--- src/rtl/mem_port_arbiter_pkg.sv ---
// mem_port_arbiter_pkg: shared types and constants for the IF/MEM memory port arbiter
package mem_port_arbiter_pkg;
    typedef enum logic [1:0] {ARB_IDLE, ARB_ISSUE, ARB_WAIT, ARB_RESP} arb_state_e;
    typedef enum logic [1:0] {OWN_NONE, OWN_IF, OWN_D} arb_owner_e;
    localparam logic [31:0] NOP_INSTR = 32'h0000_0013;
endpackage

--- src/rtl/mem_port_arbiter_streak.sv ---
// mem_port_arbiter_streak: saturating count of data grants made while a fetch waits
module mem_port_arbiter_streak #(
    parameter int MAX_DSTREAK = 4
) (
    input  logic clock,
    input  logic reset,
    input  logic clear,
    input  logic bump,
    output logic full
);
    localparam int SW = $clog2(MAX_DSTREAK + 1);
    logic [SW-1:0] count;
    assign full = count == SW'(MAX_DSTREAK);
    always_ff @(posedge clock or negedge reset) begin
        if (!reset) count <= '0;
        else if (clear) count <= '0;
        else if (bump && !full) count <= count + SW'(1);
    end
endmodule

--- src/rtl/mem_port_arbiter.sv ---
// mem_port_arbiter: one outstanding transaction on a shared single-port memory,
// data port has priority, streak limiter keeps instruction fetch from starving
module mem_port_arbiter
    import mem_port_arbiter_pkg::*;
#(
    parameter int AW = 32,
    parameter int MAX_DSTREAK = 4
) (
    input  logic          clock,
    input  logic          reset,
    input  logic          if_req,
    input  logic [AW-1:0] if_addr,
    input  logic          if_flush,
    output logic [31:0]   if_rdata,
    output logic          if_valid,
    output logic          if_stall,
    input  logic          d_req,
    input  logic          d_we,
    input  logic [AW-1:0] d_addr,
    input  logic [31:0]   d_wdata,
    input  logic [3:0]    d_be,
    output logic [31:0]   d_rdata,
    output logic          d_valid,
    output logic          d_stall,
    output logic          mem_req,
    output logic          mem_we,
    output logic [AW-1:0] mem_addr,
    output logic [31:0]   mem_wdata,
    output logic [3:0]    mem_be,
    input  logic          mem_gnt,
    input  logic          mem_rvalid,
    input  logic [31:0]   mem_rdata
);
    arb_state_e state;
    arb_owner_e owner;
    logic kill, streak_full, if_win, idle;
    assign idle = state == ARB_IDLE;
    assign if_win = if_req & ~if_flush & (~d_req | streak_full);
    assign if_stall = if_req & ~if_valid;
    assign d_stall = d_req & ~d_valid;
    mem_port_arbiter_streak #(.MAX_DSTREAK(MAX_DSTREAK)) u_streak (
        .clock (clock),
        .reset (reset),
        .clear (idle & (if_win | ~if_req)),
        .bump  (idle & ~if_win & d_req & if_req),
        .full  (streak_full)
    );
    always_ff @(posedge clock or negedge reset) begin
        if (!reset) begin
            state     <= ARB_IDLE;
            owner     <= OWN_NONE;
            kill      <= 1'b0;
            mem_req   <= 1'b0;
            mem_we    <= 1'b0;
            mem_addr  <= '0;
            mem_wdata <= '0;
            mem_be    <= '0;
            if_rdata  <= '0;
            if_valid  <= 1'b0;
            d_rdata   <= '0;
            d_valid   <= 1'b0;
        end else begin
            case (state)
                ARB_IDLE: begin
                    if (if_win) begin
                        state     <= ARB_ISSUE;
                        owner     <= OWN_IF;
                        mem_req   <= 1'b1;
                        mem_we    <= 1'b0;
                        mem_addr  <= if_addr;
                        mem_wdata <= '0;
                        mem_be    <= 4'hF;
                    end else if (d_req) begin
                        state     <= ARB_ISSUE;
                        owner     <= OWN_D;
                        mem_req   <= 1'b1;
                        mem_we    <= d_we;
                        mem_addr  <= d_addr;
                        mem_wdata <= d_wdata;
                        mem_be    <= d_be;
                    end
                end
                ARB_ISSUE: begin
                    if (owner == OWN_IF && if_flush) kill <= 1'b1;
                    if (mem_gnt) begin
                        state   <= ARB_WAIT;
                        mem_req <= 1'b0;
                    end
                end
                ARB_WAIT: begin
                    if (owner == OWN_IF && if_flush) kill <= 1'b1;
                    if (mem_rvalid) begin
                        state <= ARB_RESP;
                        // a flush arriving with the response must already mask the pulse
                        if (owner == OWN_IF) begin
                            if_rdata <= mem_rdata;
                            if_valid <= ~(kill | if_flush);
                        end else begin
                            d_rdata <= mem_rdata;
                            d_valid <= 1'b1;
                        end
                    end
                end
                ARB_RESP: begin
                    state    <= ARB_IDLE;
                    owner    <= OWN_NONE;
                    kill     <= 1'b0;
                    if_valid <= 1'b0;
                    d_valid  <= 1'b0;
                end
                default: state <= ARB_IDLE;
            endcase
        end
    end
endmodule

--- config.mk ---
export PLATFORM = sky130hd
export DESIGN_NAME = mem_port_arbiter
export DESIGN_NICKNAME = d
export VERILOG_FILES = /design/src/rtl/mem_port_arbiter_pkg.sv /design/src/rtl/mem_port_arbiter_streak.sv /design/src/rtl/mem_port_arbiter.sv
export SDC_FILE = /design/constraint.sdc
export NUM_CORES = 1
export LEC_CHECK = 0
export ABC_AREA = 1
export BUFFER_PORTS_ARGS = -buffer_cell sky130_fd_sc_hd__buf_4
export CORE_ASPECT_RATIO = 0.9
export CORE_MARGIN = 1
export CORE_UTILIZATION = 44
export CTS_BUF_LIST = sky130_fd_sc_hd__clkbuf_8
export DETAILED_ROUTE_END_ITERATION = 8
export PLACE_DENSITY = 0.81
export SYNTH_ARGS = -nofsm -noshare
export SYNTH_HDL_FRONTEND = slang
export SYNTH_HIERARCHICAL = 1
export SYNTH_SLANG_ARGS = --single-unit
--- constraint.sdc ---
create_clock -name clock -period 1.89 [get_ports clock]
set_input_delay 0.378 -clock clock [delete_from_list [all_inputs] [get_ports clock]]
set_output_delay 0.378 -clock clock [all_outputs]
set_load 0.1 [all_outputs]
# Word level (Yosys, flattened, before mapping)
# Cells that the tools add are included.
# W data, S select, Z words.
[word_totals]
regBits = 144
output_inout_bits = 138
[classes]
n_addsub = 1
n_eq_ne = 11
muxes = 30
bitwise = 19
reduce_logical = 20
[ops]
columns = ["op", "n"]
rows = [
  ["$mux W32", 4],
  ["$reduce_and A3 Y1", 6],
  ["$mux W2", 6],
  ["$reduce_bool A2 Y1", 6],
  ["$mux W1", 10],
  ["$and A1 B1 Y1", 8],
  ["$mux W4", 2],
  ["$ne A2 B2 Y1 const B", 4],
  ["$not A1 Y1", 8],
  ["$pmux W1 S2", 4],
  ["$pmux W2 S4", 1],
  ["$mux W3", 2],
  ["$reduce_and A2 Y1", 3],
  ["$eq A2 B1 Y1 const B", 2],
  ["$eq A2 B2 Y1 const B", 2],
  ["$pmux W2 S2", 1],
  ["$add A3 B1 Y3 const B", 1],
  ["$eq A3 B3 Y1 const B", 1],
  ["$ne A3 B3 Y1 const B", 1],
  ["$or A1 B1 Y1", 3],
  ["$logic_and A1 B1 Y1", 2],
  ["$logic_not A2 Y1", 1],
  ["$ne A2 B1 Y1 const B", 1],
  ["$reduce_or A2 Y1", 1],
  ["$logic_not A1 Y1", 1],
]

# Depth between registers and ports, before layout
# Gate-level depths: netlist of the first run.
[logic_depth]
word_depth = 10
ltp_mapped = 15
ltp_nobuf = 14

# By module
# Netlist of the first run, hierarchy kept.
[by_module_without_submodules]
columns = ["module", "n_inst", "cells_each", "area_each_um2", "seq_area_each_um2"]
rows = [
  ["mem_port_arbiter", 1, 722, 6092.1, 3528.4],
  ["mem_port_arbiter_streak", 1, 25, 185.2, 75.1],
]

# Least setup slack after synthesis of the first run
# Ideal clock, no wire load.
[synth_timing]
path_kind = "reg2out"
from = "register d_valid"
to = "output d_stall"
arrival_time_ns = 2.156
t_required_ns = 1.512
slack_ns = -0.644
stages_incl_launch_ff = 2
path_buffers = 0
cell_sequence = "dfrtp_1 > nor2_1"
[synth_via]
elab_chain_len = 2
[synth_lines]
columns = ["item", "line", "text"]
rows = [
  ["start, declared", "mem_port_arbiter.sv:23", "output logic d_valid,"],
  ["start signal, assigned", "mem_port_arbiter.sv:61", "d_valid <= 1'b0;"],
  ["start signal, assigned", "mem_port_arbiter.sv:100", "d_valid <= 1'b1;"],
  ["start signal, assigned", "mem_port_arbiter.sv:109", "d_valid <= 1'b0;"],
  ["$not A1 Y1", "mem_port_arbiter.sv:40", "assign d_stall = d_req & ~d_valid;"],
  ["$and A1 B1 Y1", "mem_port_arbiter.sv:40", ""],
  ["end, declared", "mem_port_arbiter.sv:24", "output logic d_stall,"],
]
# No other way between the ends.

# Worst setup path in the final report of the first run
[layout_timing]
from = "register u_streak.count[0]"
to = "register mem_addr[10]"
[layout_via]
elab_chain_len = 5
[layout_lines]
columns = ["item", "line", "text"]
rows = [
  ["start, declared", "mem_port_arbiter_streak.sv:12", "logic [SW-1:0] count;"],
  ["start signal, assigned", "mem_port_arbiter_streak.sv:17", "else if (bump && !full) count <= count + SW'(1);"],
  ["$eq A3 B3 Y1 (*)", "mem_port_arbiter_streak.sv:13", "assign full = count == SW'(MAX_DSTREAK);"],
  ["named net streak_full", "mem_port_arbiter.sv:36", "logic kill, streak_full, if_win, idle;"],
  ["$or A1 B1 Y1 (*)", "mem_port_arbiter.sv:38", "assign if_win = if_req & ~if_flush & (~d_req | streak_full);"],
  ["$and A1 B1 Y1 (*)", "mem_port_arbiter.sv:38", ""],
  ["$reduce_bool A2 Y1 (no source line)", "--", ""],
  ["$reduce_and A2 Y1 (no source line)", "--", ""],
  ["end signal, assigned", "mem_port_arbiter.sv:70", "mem_addr <= if_addr;"],
  ["end signal, assigned", "mem_port_arbiter.sv:78", "mem_addr <= d_addr;"],
  ["end, declared", "mem_port_arbiter.sv:27", "output logic [AW-1:0] mem_addr,"],
]
# The timed path passes the listed nets; every way through them passes the cells marked *.
# A chain may end at the register's enable or synchronous reset.

==> results.txt, run 1 <==
* Synthesis-stage register bit count: 144
* Vias post-DR: 5,751
- Nature of the critical path startpoint: flip-flop
- Number of different library cells in the post-synthesis netlist: 20
- Core Util, Final: 0.649
* Clock Pin Slew Worst Setup and Hold Paths: 0.08 ns
- Count of port buffers added during placement: 277
- Antenna cell count: 0
- Final-report setup violation count: 0
- The die is 128 microns wide.
- TritonCTS clock tree: yes
- Row generation in the floorplan step produced 41 rows.
- Run status: complete, but fails checks
- Antenna violations before repair: 0
* Cell area after synthesis: 6280 sq um
- Total iterations of the first detailed-routing run: 8
* Average vias per placed instance: 4.71
- DR DRC count: 2
- Detailed placement ended at an HPWL of 12.1 mm.
- After layout, the minimum clock period comes to approximately 1.7 ns.
- The die covers 14,700 sq um.
- Sequential cell area fraction in the yosys report: 0.574
- Minimum setup slack among reg-to-reg paths: 0.22 ns
- Worst hold path type: input pin to flip-flop
* Largest area contributor in the netlist: sky130_fd_sc_hd__dfrtp_1
- Overall track demand over capacity in global routing: 0.230
- Area share of the leading cell type in the synthesized netlist: 0.574
- Crit share post-route: 0.885
- Total wirelength of the detailed-routed design: 16.9 mm
- Total setup buffers inserted after CTS: 0
- The area growth from synthesis to layout is 44.3%.
- Measured along the y axis, the die boundary spans around 120 microns.
- Routability-driven placement finished with a final weighted congestion of 0.846.
- Max_slew headroom: 0.612
* Critical Path Sink Type: flip-flop
- Detail-routed net length per standard cell: 13.8 microns
* Placeable Area: about 14,000 sq um
* Violated checks: design-rule violations
- Of the cells placed in the final design, the portion with a size suffix greater than 1 is 0.324.
- The via count of the first global-routing pass came to between 5,000 and 6,000.
* Net count after synthesis: 893
* Number of routed nets with antenna violations: 0
* Initial Utilization: 0.450
* IO Count: 278
- The detailed router finished its first iteration with 344 violations.
* Buffer type at the clock tree root: sky130_fd_sc_hd__clkbuf_8
- Pin count of the biggest net entering global routing: 54
- The first global-routing pass estimated 26.5 mm of wire.
* Clock network latency to the later pin of the worst-skew pair: 0.44 ns
* Slew @ Worst Pin: 0.581 ns
- Max Transition Viols Final: 0
- Setup repair after global routing left no endpoint under its margin.
- Total grt overflow: 0
- The tool flagged a number of max-cap violations equal to 0.
- The setup path with the least slack is of type flip-flop to flip-flop.
* Number of sinks handled by clock tree synthesis: 144
* Clock H-tree levels: 4
- Static timing analysis puts the maximum clock frequency at 598 MHz.
* Crit path required time: 2.22 ns
- The Yosys step of the flow raised 6 warnings.
- Between clock sinks in the finished design, the worst skew comes to 0.00986 ns.
- The hold violation count in the final report is 0.
- Critical Path AT: 2.00 ns
* Nets: around 1,200
- Dividing the synthesized area by the synthesized cell count gives 8.40 sq um.
* Count of mapped cells out of synthesis: approximately 750
* TritonCTS Buffers: 17
- Of all nets on the critical path, the largest fanout is 52.
* Dominant cells by area after synthesis: sky130_fd_sc_hd__dfrtp_1, sky130_fd_sc_hd__nand2_1, sky130_fd_sc_hd__nand3_1
- In the final timing run, aggregate negative setup slack is 0 ns.
- Counting along the longest clock path gives a buffer depth of 2.
[per-stage QoR]
stage / hold slack [ns] / setup WS, ns / std cells / cell area, sq um
global placement: 0.320 / 0.199 / 1189 / 8670
floorplan: 0.0824 / 0.0368 / 747 / 6290
finish: 0.150 / 0.218 / 1222 / 9060
global route: 0.126 / 0.0126 / 1222 / 9060
CTS: 0.115 / 0.0746 / 1222 / 9050
detailed placement: 0.323 / 0.0932 / 1189 / 8670
[layer usage]
layer | GRT usage | part of all wire | wire (microns)
met5 | 0 | 0 | 0
met4 | 0.102 | 0.029 | 484
met3 | 0.0624 | 0.051 | 853
met2 | 0.375 | 0.50 | 8370
met1 | 0.289 | 0.42 | 7170
[flip-flops by register name, indices dropped and copies added, names as in the netlist]
signal	cells
mem_be	4
state	2
mem_req	1
d_valid	1
owner	2
mem_wdata	32
kill	1
mem_we	1
d_rdata	32
u_streak/count	3
mem_addr	32
if_valid	1
if_rdata	32
[synthesized netlist by cell type]
cell type / count
sky130_fd_sc_hd__a21oi_1: 1
sky130_fd_sc_hd__a21oi_4: 1
sky130_fd_sc_hd__buf_1: 1
sky130_fd_sc_hd__buf_2: 15
sky130_fd_sc_hd__buf_4: 1
sky130_fd_sc_hd__clkbuf_1: 24
sky130_fd_sc_hd__dfrtp_1: 144
sky130_fd_sc_hd__ha_1: 6
sky130_fd_sc_hd__inv_1: 86
sky130_fd_sc_hd__inv_2: 2
sky130_fd_sc_hd__nand2_1: 274
sky130_fd_sc_hd__nand2_2: 1
sky130_fd_sc_hd__nand3_1: 75
sky130_fd_sc_hd__nand3b_1: 32
sky130_fd_sc_hd__nand4_1: 5
sky130_fd_sc_hd__nor2_1: 7
sky130_fd_sc_hd__nor2_2: 1
sky130_fd_sc_hd__nor3_1: 1
sky130_fd_sc_hd__o21ai_0: 69
sky130_fd_sc_hd__or2_2: 1
[logic make-up after synthesis]
family	share of synthesized area
compound gates	0.0584
simple gates	0.275
buf+inv	0.0807
flops	0.574
fa+ha+maj	0.0120
[worst max-delay path, cell delays in order, from the launching register on]
cell	delay [ns]
sky130_fd_sc_hd__dfrtp_1	0.39
sky130_fd_sc_hd__inv_1	0.07
sky130_fd_sc_hd__ha_1	0.22
sky130_fd_sc_hd__nand2_2	0.09
sky130_fd_sc_hd__inv_1	0.04
sky130_fd_sc_hd__inv_1	0.06
sky130_fd_sc_hd__nand2_2	0.10
sky130_fd_sc_hd__nand2_4	0.11
sky130_fd_sc_hd__buf_12	0.24
sky130_fd_sc_hd__nand2_1	0.08
sky130_fd_sc_hd__nand3_1	0.09
sky130_fd_sc_hd__nand2_1	0.06
[cells in the final DEF (no fill, tap or decap)]
| cell type | synthesis | layout |
|---|---|---|
| sky130_fd_sc_hd__nand2_4 | 0 | 1 |
| sky130_fd_sc_hd__clkinv_4 | 0 | 1 |
| sky130_fd_sc_hd__clkinvlp_4 | 0 | 3 |
| sky130_fd_sc_hd__inv_1 | 86 | 88 |
| sky130_fd_sc_hd__a21oi_4 | 1 | 1 |
| sky130_fd_sc_hd__o21ai_4 | 0 | 1 |
| sky130_fd_sc_hd__a21oi_1 | 1 | 1 |
| sky130_fd_sc_hd__nand2_1 | 274 | 271 |
| sky130_fd_sc_hd__o21ai_0 | 69 | 68 |
| sky130_fd_sc_hd__nand3_1 | 75 | 75 |
| sky130_fd_sc_hd__ha_1 | 6 | 6 |
| sky130_fd_sc_hd__nor2_4 | 0 | 3 |
| sky130_fd_sc_hd__nand4_1 | 5 | 5 |
| sky130_fd_sc_hd__bufinv_16 | 0 | 1 |
| sky130_fd_sc_hd__clkbuf_8 | 0 | 20 |
| sky130_fd_sc_hd__dlygate4sd3_1 | 0 | 1 |
| sky130_fd_sc_hd__nor2_1 | 7 | 4 |
| sky130_fd_sc_hd__buf_4 | 1 | 280 |
| sky130_fd_sc_hd__nand2_2 | 1 | 3 |
| sky130_fd_sc_hd__inv_2 | 2 | 2 |
| sky130_fd_sc_hd__buf_12 | 0 | 9 |
| sky130_fd_sc_hd__nor3_1 | 1 | 1 |
| sky130_fd_sc_hd__dfrtp_1 | 144 | 144 |
| sky130_fd_sc_hd__or2_2 | 1 | 1 |
| sky130_fd_sc_hd__nor2_2 | 1 | 1 |
| sky130_fd_sc_hd__nand3b_1 | 32 | 32 |
| sky130_fd_sc_hd__clkinv_2 | 0 | 5 |
| sky130_fd_sc_hd__buf_6 | 0 | 1 |
[final timing paths]
path,from,to,cells after the start
setup / recovery,u_streak/count[0]$_DFFE_PN0P_,mem_addr[10]$_DFFE_PN0P_,11
hold / removal,d_wdata[24],mem_wdata[24]$_DFFE_PN0P_,3
setup reg to reg,u_streak/count[0]$_DFFE_PN0P_,mem_addr[10]$_DFFE_PN0P_,11
hold reg to reg,mem_be[0]$_DFFE_PN0P_,mem_be[0]$_DFFE_PN0P_,2
max in group asynchronous,reset,mem_addr[17]$_DFFE_PN0P_,3
min in group asynchronous,reset,d_rdata[1]$_DFFE_PN0P_,2
[cell type report]
type / count / area (sq um)
Fill cell: 1212 / 4890
Clock buffer: 20 / 275
Timing Repair Buffer: 291 / 2300
Clock inverter: 12 / 93.8
Tap cell: 193 / 241
Inverter: 88 / 330
Sequential cell: 144 / 3600
Multi-Input combinational cell: 474 / 2210
[timing repair]
action	in CTS	in global routing
resized for setup	0	4
hold endpoints to repair	41	0
hold buffers	1	0
setup endpoints to repair	0	3
Power of run 1 is left out: the tool's default activity adds up to more than one toggle a clock period on the data nets, which glitch-free logic cannot reach.
==> run 2, diff against run 1 <==
--- a/config.mk
+++ b/config.mk
@@ -6,8 +6,7 @@
 export NUM_CORES = 1
 export LEC_CHECK = 0
 export ABC_AREA = 1
-export BUFFER_PORTS_ARGS = -buffer_cell sky130_fd_sc_hd__buf_4
-export CORE_ASPECT_RATIO = 0.9
+export BUFFER_PORTS_ARGS = -buffer_cell sky130_fd_sc_hd__buf_2
 export CORE_MARGIN = 1
 export CORE_UTILIZATION = 44
 export CTS_BUF_LIST = sky130_fd_sc_hd__clkbuf_8
==> results.txt, run 2 (same netlist as run 1, synthesis figures left out) <==
* Total wirelength of the detailed-routed design: 16.3 mm
- Measured along the y axis, the die boundary spans 121 microns.
- Hold Fails Final Rpt: 0
* Total setup buffers inserted after CTS: 0
* Placeable Area: ~14,000 sq um
- In this run, the number of DRC markers left after iteration 0 of detailed routing was 471.
- Area delta synth->final: 33.0%
* Vias post-DR: roughly 5,800
* Average vias per placed instance: 4.84
* Number of sinks handled by clock tree synthesis: approximately 140
- Post-detail-place hpwl: ~12 mm
- The total overflow left after global routing is 0.
- The flow ran to the end, and the final reports show no timing, DRC or antenna violations.
* Overall track demand over capacity in global routing: 0.226
* Antenna violations before repair: 0
* Cell count after placement: 1,176
* Setup slack of the critical path after layout: between 0.1 and 0.15 ns
- Worst-case clock skew: 0.0137 ns
- Row generation in the floorplan step produced 43 rows.
- R2r worst-path depth: 14
- Initial Utilization: 0.452
- Clock Pin Slew Worst Setup and Hold Paths: 0.08 ns
* Critical Path Sink Type: output port
- Pin count of the biggest net entering global routing: 67
- Setup violations remaining at the end of the flow were counted as 0.
- Detail-routed net length per standard cell: 13.5 microns
- The net count of the finished layout is 1,162.
- TritonCTS Buffers: 17
* Clock tree buffer depth: 2
- Leaving out fill and tap cells, the most frequent cells in the layout are sky130_fd_sc_hd__buf_2, sky130_fd_sc_hd__nand2_1, sky130_fd_sc_hd__dfrtp_1.
* Max_slew headroom: 0.651
- Max-Cap Viols: 0
- Across all register-to-register paths, the minimum setup slack is 0.16 ns.
- Data arrives at the worst endpoint at 1.39 ns.
- Number of routed nets with antenna violations: 0
- Fraction of final layout cells with drive strength greater than 1: 0.323
- In this run the worst setup path begins at d_valid$_DFFE_PN0P_.
- Clock H-tree levels: 4
* Die Footprint: 14,700 sq um
- Crit share post-route: 0.934
- At the pin with the least slew margin, the transition time is roughly 0.53 ns.
- Crit path required time: 1.51 ns
- TritonCTS clock tree: yes
- Count of port buffers added during placement: 277
- The finished layout holds 1,206 standard cells, fillers aside.
* Nature of the critical path startpoint: flip-flop
- At the end of routability-driven placement, the weighted congestion stood at 0.857.
* Startpoint of the worst-slack reg-to-reg timing path: u_streak/count[0]$_DFFE_PN0P_
* Top achievable clock speed: 567 MHz
* Worst hold path type: input pin to flip-flop
- The clock period could shrink to 1.77 ns.
* Endpoint of the lowest-slack register-to-register path: u_streak/count[2]$_DFFE_PN0P_
- IO Count: 278
- Setup slack after placement: 0.112 ns
- The library cell used most frequently in the layout, excluding fill and tap cells, is sky130_fd_sc_hd__buf_2.
* Max Transition Viols Final: 0
* Critical Setup Path Class: flip-flop to output port
- For the worst-skew pair, the clock arrives at the later sink with an insertion delay of 0.43 ns.
- Antenna cell count: 0
* DR DRC count: 0
* Worst-path maximum fanout: 3
* Die W: between 100 and 150 microns
- The first TritonRoute pass finished after 6 iterations.
- Capturing element of the worst setup path: d_stall
* Vias in the first global route: 5,576
* Buffer type at the clock tree root: sky130_fd_sc_hd__clkbuf_8
* First-pass GRT wire length: around 26 mm
* Hold Path Cell Cnt: 3
run 2: changes by cell type in the layout (fill, tap and decap cells not counted), moves of 2 or more:
| cell | delta |
|---|---|
| sky130_fd_sc_hd__bufinv_16 | +2 |
| sky130_fd_sc_hd__clkinv_2 | -3 |
| sky130_fd_sc_hd__buf_6 | +2 |
| sky130_fd_sc_hd__buf_4 | -276 |
| sky130_fd_sc_hd__buf_12 | -2 |
| sky130_fd_sc_hd__clkinvlp_4 | -3 |
| sky130_fd_sc_hd__buf_2 | +276 |
run 2: layout make-up:
class                           count  area (sq um)
Tap cell                          180           225
Multi-Input combinational cell    474          2210
Fill cell                        1265          5530
Clock inverter                     10           124
Clock buffer                       19           262
Sequential cell                   144          3600
Inverter                           88           330
Timing Repair Buffer              291          1600
run 2: critical path, stage by stage (launching register included):
cell and delay [ns]:
sky130_fd_sc_hd__dfrtp_1 0.43, sky130_fd_sc_hd__nor2_4 0.11, sky130_fd_sc_hd__buf_2 0.42
run 2: per-layer routing:
layer  wire (microns)  up-vias  track usage
met5                0        -            0
met4              471        0        0.107
met3              906       35       0.0559
met2             8170      192        0.373
met1             6740     2751        0.277
li1                 -     2860            -
run 2: what timing repair did:
item                                    in CTS  in global routing
hold buffers                                 1                  0
endpoints found under the hold margin       23                  0
endpoints found under the setup margin       0                 27
gates resized for setup                      0                  7
run 2: per-stage QoR:
| step | cell area [sq um] | util | hold slack [ns] | setup TNS (ns) |
|---|---|---|---|---|
| 6_report | 8350 | 0.601 | 0.162 | 0 |
| 5_1_grt | 8350 | 0.601 | 0.138 | -0.0242 |
| 4_1_cts | 8330 | 0.600 | 0.125 | 0 |
| 3_5_place_dp | 7940 | 0.572 | 0.256 | 0 |
| 3_3_place_gp | 7940 | 0.572 | 0.256 | 0 |
| 2_1_floorplan | 6290 | - | 0.0824 | 0 |
run 2: worst min-delay path by stage:
stage,slack [ns],start,to
after global routing,0.14,d_wdata[4],mem_wdata[4]$_DFFE_PN0P_
after floorplan,0.08,reset,d_rdata[0]$_DFFE_PN0P_
after global placement,0.26,reset,d_rdata[10]$_DFFE_PN0P_
after detailed placement,0.26,reset,d_rdata[6]$_DFFE_PN0P_
final,0.16,d_wdata[30],mem_wdata[30]$_DFFE_PN0P_
after CTS,0.13,d_wdata[30],mem_wdata[30]$_DFFE_PN0P_
Power of run 2 is left out for the same reason.
